<file path="src/rtl/fifo_write_arbiter.sv">
// Round-robin arbiter sharing one edge-triggered FIFO write port.
// Each grant issues a 1-cycle write strobe followed by one gap cycle.
module fifo_write_arbiter #(
  parameter int DATA_WIDTH = 8,
  parameter int N_REQ      = 4,
  parameter int CNT_WIDTH  = 16
) (
  input  logic                        clock,
  input  logic                        reset,
  input  logic [N_REQ-1:0]            req,
  input  logic [N_REQ*DATA_WIDTH-1:0] req_data,
  input  logic                        fifo_full,
  output logic [N_REQ-1:0]            ack,
  output logic                        fifo_write_en,
  output logic [DATA_WIDTH-1:0]       fifo_data_in,
  output logic [$clog2(N_REQ)-1:0]    grant_id,
  output logic                        busy,
  output logic [CNT_WIDTH-1:0]        write_count
);

  localparam int IW = $clog2(N_REQ);

  typedef enum logic [1:0] {
    IDLE   = 2'd0,
    STROBE = 2'd1,
    GAP    = 2'd2
  } state_e;

  state_e                state_q, state_d;
  logic                  we_q, we_d;
  logic [N_REQ-1:0]      ack_q, ack_d;
  logic [DATA_WIDTH-1:0] data_q, data_d;
  logic [IW-1:0]         gid_q, gid_d;
  logic [IW-1:0]         last_q, last_d;
  logic [CNT_WIDTH-1:0]  cnt_q, cnt_d;

  logic                  grant;
  logic [IW-1:0]         win;

  // Scan farthest-first so the nearest set bit after last_q wins.
  always_comb begin
    grant = (req != '0) && !fifo_full;
    win   = '0;
    for (int k = N_REQ; k >= 1; k--) begin
      if (req[(int'(last_q) + k) % N_REQ]) begin
        win = IW'((int'(last_q) + k) % N_REQ);
      end
    end
  end

  always_ff @(posedge clock or negedge reset) begin
    if (!reset) begin
      state_q <= IDLE;
      we_q    <= 1'b0;
      ack_q   <= '0;
      data_q  <= '0;
      gid_q   <= '0;
      last_q  <= IW'(N_REQ - 1);
      cnt_q   <= '0;
    end else begin
      state_q <= state_d;
      we_q    <= we_d;
      ack_q   <= ack_d;
      data_q  <= data_d;
      gid_q   <= gid_d;
      last_q  <= last_d;
      cnt_q   <= cnt_d;
    end
  end

  always_comb begin
    state_d = state_q;
    unique case (state_q)
      IDLE:    state_d = grant ? STROBE : IDLE;
      STROBE:  state_d = GAP;
      GAP:     state_d = IDLE;
      default: state_d = IDLE;
    endcase
  end

  always_comb begin
    we_d   = 1'b0;
    ack_d  = '0;
    data_d = data_q;
    gid_d  = gid_q;
    last_d = last_q;
    cnt_d  = cnt_q;
    unique case (state_q)
      IDLE: begin
        if (grant) begin
          we_d   = 1'b1;
          ack_d  = N_REQ'(1) << win;
          data_d = req_data[int'(win)*DATA_WIDTH +: DATA_WIDTH];
          gid_d  = win;
          last_d = win;
        end
      end
      STROBE:  cnt_d = cnt_q + CNT_WIDTH'(1);
      GAP:     ;
      default: ;
    endcase
  end

  assign fifo_write_en = we_q;
  assign ack           = ack_q;
  assign fifo_data_in  = data_q;
  assign grant_id      = gid_q;
  assign write_count   = cnt_q;
  assign busy          = (state_q != IDLE);

endmodule

</file>
<file path="config.mk">
export PLATFORM = sky130hd
export DESIGN_NAME = fifo_write_arbiter
export DESIGN_NICKNAME = d
export VERILOG_FILES = /design/src/rtl/fifo_write_arbiter.sv
export SDC_FILE = /design/constraint.sdc
export NUM_CORES = 1
export LEC_CHECK = 0
export BUFFER_PORTS_ARGS = -buffer_cell sky130_fd_sc_hd__buf_2
export CORE_MARGIN = 1
export CORE_UTILIZATION = 32
export DETAILED_ROUTE_END_ITERATION = 16
export HOLD_SLACK_MARGIN = 0.03
export PLACE_DENSITY = 0.55
export SETUP_SLACK_MARGIN = 0.3
export SYNTH_ARGS = -nofsm -noshare
export SYNTH_HDL_FRONTEND = slang
export SYNTH_SLANG_ARGS = --single-unit
</file>
<file path="constraint.sdc">
create_clock -name clock -period 2.28 [get_ports clock]
set_input_delay 0 -clock clock [delete_from_list [all_inputs] [get_ports clock]]
set_output_delay 0 -clock clock [all_outputs]
set_load 0.02 [all_outputs]
</file>
==> qor.txt, run 1 <==
crit path capture type: register
Final Max Slew Viols: 0
pin count of the biggest net entering global routing: 35
fin crit period: 1.76 ns
Die Span X: 76.2 um
register area share after synthesis: 0.484
Crit Path Category: reg2reg
Post-Synth Simple-Gate Area: 0.202
Post-synth ARST share: 1.00
IR drop worst, VDD: 0.474 mV
synthesized area: 1760 sq um
Clock Skews: 0.00584 ns
vias in the first global route: 1,422
drt initial violations: 87
Initial Util: 0.338
r2r startpoint: last_q[1]$_DFFE_PN1P_
Cell Chain, Critical Path: nand3b_1, a31oi_4, buf_4, nand3_1, mux2_2, o211ai_2
CP Depth: 6
xor/xnor cell area share of the yosys netlist: 0.0746
ant diodes: 0
Net Sw Frac: 0.354
synth warn: 0
Area contributors post-synth: dfrtp_1 (45%), mux2_2 (5.8%), nand3_1 (5.7%)
Post-Syn Nets: 202
Clk pin slew, worst setup/hold paths: 0.07 ns
GRT Resource Usage Total: 0.148
Area Overhead vs Synth: 41.0%
outcome: finished clean
Root Buffer: clkbuf_8
routed len/inst: 12.5 um
top-area cell type share of the netlist area: 0.455
CP required: 2.49 ns
pwr/cell area: 1020 nW/um^2
number of flops mapped to enable cells by yosys: 0
RSZ-0062 raised after global routing: no
Yosys reg bits: 34
cell leakage power: 0.00122 uW
Num CTS Buffers: 5
DRT antenna net count: 0
Switch Pwr: 899 uW
H-Tree Depth: 2
PortBufs: 70
Hold EP: fifo_data_in[0]$_DFFE_PN0P_
Routed WL: 4.07 mm
DRC viols: 0
largest family of logic cells by synthesized area: simple AND/OR/NAND/NOR gates
Placed Cells: 300
syn avg cell area: 10.9 sq um
design internal power: 1640 uW
remaining global-route overflow: 0
Crit path max-delay family: flip-flops
max_slew headroom: 0.496
Sequential Power Share: 0.364
final worst-path cycle share: 0.773
final number of setup-violating endpoints: 0
maximum clock rate: 567 MHz
Main synth FF type: dfrtp_1
CTS Sinks: 34
Crit path buffers/inverters: 1
row count: 26
worst hold slack: 0.0385 ns
RR Endpoint: fifo_data_in[6]$_DFFE_PN0P_
Hold Crit Depth: 3
Post-synth top cells: dfrtp_1 (32), nand2_1 (21), nand3_1 (20)
clock latency on the worst-skew pair: 0.29 ns
die height: 76.2 um
post-CTS setup buffer count: 0
Hold Startpoint: req_data[8]
first-pass GRT wire length: 6.82 mm
dpl hpwl: 2.86 mm
CTS tree: done
critical path peak fanout: 10
min-delay worst type: in2reg
Setup TNS Final: 0 ns
final cell count without fillers: 324
initial antenna violation count: 0
Gates resized, CTS repair: 0
Synth Area in Adders: 0.00710
nets@finish: 293
clock network fraction of design power: 0.273
total number of vias: 1,522
DR pass1 iterations: 4
I/O pin cnt: 71
R2R Setup Slk: 0.52 ns
layout cells sized above 1: 0.425
compound-gate portion of the synthesized area: 0.0845
critical path's largest stage delay: 0.58 ns
Final Wtd Congestion: 0.743
full die area: 5810 sq um
Max clock buf depth: 2
MaxCap Viol Count: 0
CTS Hold Bufs: 16
R2R depth: 6
Worst path slowest cell: dfstp_2
cell count after synthesis: 162
Final Hold Vio Count: 0
Combinational Power Share: 0.363
Synth area leader: dfrtp_1
Startpoint Class: register
CP arrival: 1.97 ns
Core Box Area: 5200 sq um
post-synthesis mux area share: 0.109
Vias/cell: 4.70
top-count cell post-synth: dfrtp_1
Slew @ Worst Pin: 0.756 ns
post-synthesis cell type count: 29
final cells by class:
type                       count  area (sq um)
fill                         517          2720
sequential                    34           853
multi-input combinational    119           841
timing repair buffer          92           556
tap                           70          87.6
clock buffer                   6          82.6
clock inverter                 2          60.1
inverter                       1          3.75
kinds of logic (layout without fill, tap and decap cells):
family          Yosys count  after routing
xor+xnor                 15             15
flops                    34             34
fa+ha+maj                 1              1
buf+inv                   9            101
compound gates           12             12
simple gates             73             73
mux                      18             18
registers in the layout, indices dropped and copies added (netlist names):
name,cells
fifo_data_in,8
ack,4
last_q,2
grant_id,2
write_count,16
state_q,2
power by group through the flow:
| stage | sequential [uW] | combinational (uW) | clock, uW |
|---|---|---|---|
| after floorplan | 1090 | 467 | 0 |
| after global placement | 933 | 905 | 0 |
| after detailed placement | 931 | 914 | 0 |
| after CTS | 924 | 934 | 712 |
| after global routing | 950 | 1000 | 738 |
| final | 924 | 920 | 693 |
through the flow:
step | total power (uW) | worst slack [ns] | util | area [sq um]
finish | 2540 | 0.516 | 0.477 | 2480
global route | 2690 | 0.398 | 0.477 | 2480
CTS | 2570 | 0.499 | 0.477 | 2480
detailed placement | 1840 | 0.526 | 0.419 | 2180
global placement | 1840 | 0.547 | 0.419 | 2180
floorplan | 1550 | 0.689 | - | 1760
worst max path at each step:
stage	end	startpoint	slack, ns
finish	fifo_data_in[6]$_DFFE_PN0P_	last_q[1]$_DFFE_PN1P_	0.52
global route	fifo_data_in[0]$_DFFE_PN0P_	last_q[1]$_DFFE_PN1P_	0.40
CTS	fifo_data_in[6]$_DFFE_PN0P_	last_q[1]$_DFFE_PN1P_	0.50
detailed placement	fifo_data_in[6]$_DFFE_PN0P_	last_q[1]$_DFFE_PN1P_	0.53
global placement	fifo_data_in[6]$_DFFE_PN0P_	last_q[1]$_DFFE_PN1P_	0.55
floorplan	fifo_data_in[1]$_DFFE_PN0P_	last_q[1]$_DFFE_PN1P_	0.69
per-layer routing:
layer | vias up | share of wire | global-route usage
met1 | 717 | 0.47 | 0.201
met4 | 0 | 0.012 | 0.0404
met2 | 54 | 0.46 | 0.226
met3 | 7 | 0.062 | 0.0467
met5 | - | 0 | 0
li1 | 744 | - | -
cell usage in the layout (no fill, tap or decap), drive strengths merged, types with 2 or more instances in the layout:
master,n
and4,2
buf,76
bufinv,2
clkbuf,6
dfrtp,32
dfstp,2
dlygate4sd3,16
mux2,9
mux2i,9
nand2,22
nand2b,4
nand3,20
nand4,4
nor2,11
nor2b,4
nor3,2
o211ai,8
xnor2,11
xor2,4
worst register-to-register path, cell delays in order, from the launching register on:
cell	delay, ns
dfstp_2	0.58
nand3b_1	0.13
a31oi_4	0.31
buf_4	0.23
nand3_1	0.09
mux2_2	0.29
o211ai_2	0.06
Note: power is estimated with default switching activity, not from simulation.
==> run 2: changes to the inputs <==
--- a/config.mk
+++ b/config.mk
@@ -10,7 +10,7 @@
 export CORE_UTILIZATION = 32
 export DETAILED_ROUTE_END_ITERATION = 16
 export HOLD_SLACK_MARGIN = 0.03
-export PLACE_DENSITY = 0.55
+export PLACE_DENSITY = 0.57
 export SETUP_SLACK_MARGIN = 0.3
 export SYNTH_ARGS = -nofsm -noshare
 export SYNTH_HDL_FRONTEND = slang
==> constraint.sdc (replaced) <==
create_clock -name clock -period 1.6 [get_ports clock]
set_input_delay 0 -clock clock [delete_from_list [all_inputs] [get_ports clock]]
set_output_delay 0 -clock clock [all_outputs]
set_load 0.02 [all_outputs]
==> qor.txt, run 2 (synthesis gave the netlist of run 1 again) <==
full die area: 5810 sq um (unchanged)
Largest register FFs: 16 (unchanged)
Final Hold Vio Count: 0 (unchanged)
commonest non-fill, non-tap cell in the layout: buf_2
R2R depth: 6 (unchanged)
Clk pin slew, worst setup/hold paths: 0.07 ns (about the same)
Root Buffer: clkbuf_8
pwr/cell area: 1340 nW/um^2 (+32%)
layout cells sized above 1: 0.532 (+0.106)
Worst path slowest cell: dfstp_2
Die Span X: 76.2 um (unchanged)
I/O pin cnt: 71 (unchanged)
ant diodes: 0 (unchanged)
CTS Sinks: 34 (unchanged)
DRC viols: 0 (unchanged)
Crit Path Category: reg2reg
maximum clock rate: 597 MHz (+5.4%)
total number of vias: 1,564 (+2.8%)
outcome: complete, but fails checks
RSZ-0062 raised after global routing: yes
Max clock buf depth: 2 (unchanged)
Vias/cell: 4.61 (-1.8%)
Pwr Total: 3660 uW (+44%)
remaining global-route overflow: 0 (unchanged)
routed len/inst: 12.5 um (-0.41%)
row count: 26 (unchanged)
clock latency on the worst-skew pair: 0.27 ns (-0.02 ns)
critical path's largest stage delay: 0.59 ns (about the same)
CTS tree: done
DR pass1 iterations: 3 (-1)
Placement Cell Area: 2280 sq um (+4.4%)
die height: 76.2 um (unchanged)
Area Overhead vs Synth: 54.5%
Cell Chain, Critical Path: nand2b_4, a21oi_2, o221ai_4, buf_6, mux2i_1, o211ai_2
commonest cells after routing, fill and taps aside: buf_2 (70), dfrtp_1 (27), nand2_1 (20)
post-layout util: 0.523 (+0.0457)
initial antenna violation count: 0 (unchanged)
Num CTS Buffers: 5 (unchanged)
CP arrival: 1.84 ns (-0.13 ns)
critical path peak fanout: 7 (-3)
Slew @ Worst Pin: 0.442 ns (-0.315 ns)
post-route setup slack: -0.0738 ns (-0.590 ns)
Final Max Slew Viols: 0 (unchanged)
Clock Skews: 0.00286 ns (-0.00298 ns)
nets@finish: 308 (+5.1%)
final number of setup-violating endpoints: 9 (+9)
Initial Util: 0.338 (unchanged)
failing checks: setup timing
final worst-path cycle share: 1.05 (+0.273)
DRT antenna net count: 0 (unchanged)
cell leakage power: 0.00135 uW (+11%)
max_slew headroom: 0.706 (+0.210)
Startpoint Class: register
MaxCap Viol Count: 0 (unchanged)
dpl ws: -0.0671 ns (-0.593 ns)
vias in the first global route: 1,643 (+16%)
Core Box Area: 5200 sq um (unchanged)
drt initial violations: 19 (-78%)
PortBufs: 70 (unchanged)
first-pass GRT wire length: 7.40 mm (+8.5%)
H-Tree Depth: 2 (unchanged)
Final Wtd Congestion: 0.764 (+2.8%)
pin count of the biggest net entering global routing: 35 (unchanged)
GRT Resource Usage Total: 0.158 (+0.0102)
min-delay worst type: in2reg
Routed WL: 4.24 mm (+4.2%)
Hold Crit Depth: 3 (unchanged)
fin crit period: 1.67 ns (-0.0897 ns)
CP required: 1.76 ns (-0.73 ns)
IR drop worst, VDD: 0.569 mV (+20%)
crit path capture type: register
Finished Cell Area: 2720 sq um (+9.6%)
dpl hpwl: 2.96 mm (+3.8%)
==> run 2: changes by cell type in the layout (fill, tap and decap cells not counted), sizes merged <==
| cell | delta |
|---|---|
| bufinv | -2 |
| clkbuf | +1 |
| clkinv | +1 |
| buf | +15 |
==> run 2: path summary, 6_finish.rpt <==
check | startpoint | endpoint | slack (ns)
max | last_q[1]$_DFFE_PN1P_ | fifo_data_in[2]$_DFFE_PN0P_ | -0.07
min | req_data[10] | fifo_data_in[2]$_DFFE_PN0P_ | 0.06
max reg2reg | last_q[1]$_DFFE_PN1P_ | fifo_data_in[2]$_DFFE_PN0P_ | -0.07
min in group asynchronous | reset | write_count[2]$_DFFE_PN0P_ | 0.29
min reg2reg | write_count[15]$_DFFE_PN0P_ | write_count[15]$_DFFE_PN0P_ | 0.46
max in group asynchronous | reset | last_q[1]$_DFFE_PN1P_ | 0.97
==> run 2: per-stage QoR <==
stage | hold slack [ns] | setup TNS (ns) | std cells
final | 0.0577 | -0.479 | 339
after global placement | 0.0620 | -0.174 | 307
after floorplan | -0.296 | 0 | 162
after CTS | 0.0348 | -0.348 | 337
after global routing | 0.0609 | -1.52 | 339
after detailed placement | 0.0727 | -0.414 | 307
==> run 2: timing repair <==
| action | CTS | global route |
|---|---|---|
| setup buffers | 6 | 1 |
| setup endpoints to repair | 24 | 28 |
| hold endpoints to repair | 40 | 0 |
| resized for setup | 14 | 17 |
| cloned | 0 | 1 |
| pin swaps | 3 | 3 |
| hold buffers | 16 | 0 |
==> run 2: final cells by class <==
class	count	area, sq um
flip-flops and latches	34	860
fillers	502	2480
clock buffers	7	86.3
multi-input cells	119	972
repair buffers	107	707
clock inverters	1	5.00
well taps	70	87.6
inverters	1	3.75
==> run 2: worst max-delay path: cells and delay by family, from the launching register on <==
family / cells / cell delay (ns)
flops: 1 / 0.59
buf+inv: 1 / 0.18
simple gates: 1 / 0.14
mux: 1 / 0.26
compound gates: 3 / 0.39
==> run 2: routing by layer <==
| metal | GRT usage | share of wire | wire length [um] | vias up |
|---|---|---|---|---|
| li1 | - | - | - | 775 |
| met1 | 0.209 | 0.47 | 1990 | 738 |
| met2 | 0.266 | 0.47 | 2010 | 48 |
| met3 | 0.0383 | 0.050 | 210 | 3 |
| met4 | 0.0231 | 0.0057 | 24 | 0 |
| met5 | 0 | 0 | 0 | - |
==> run 2: report_power, final <==
group	switching, uW	internal, uW	total, uW
sequential	170	1110	1280
combinational	910	827	1740
clock	291	347	637
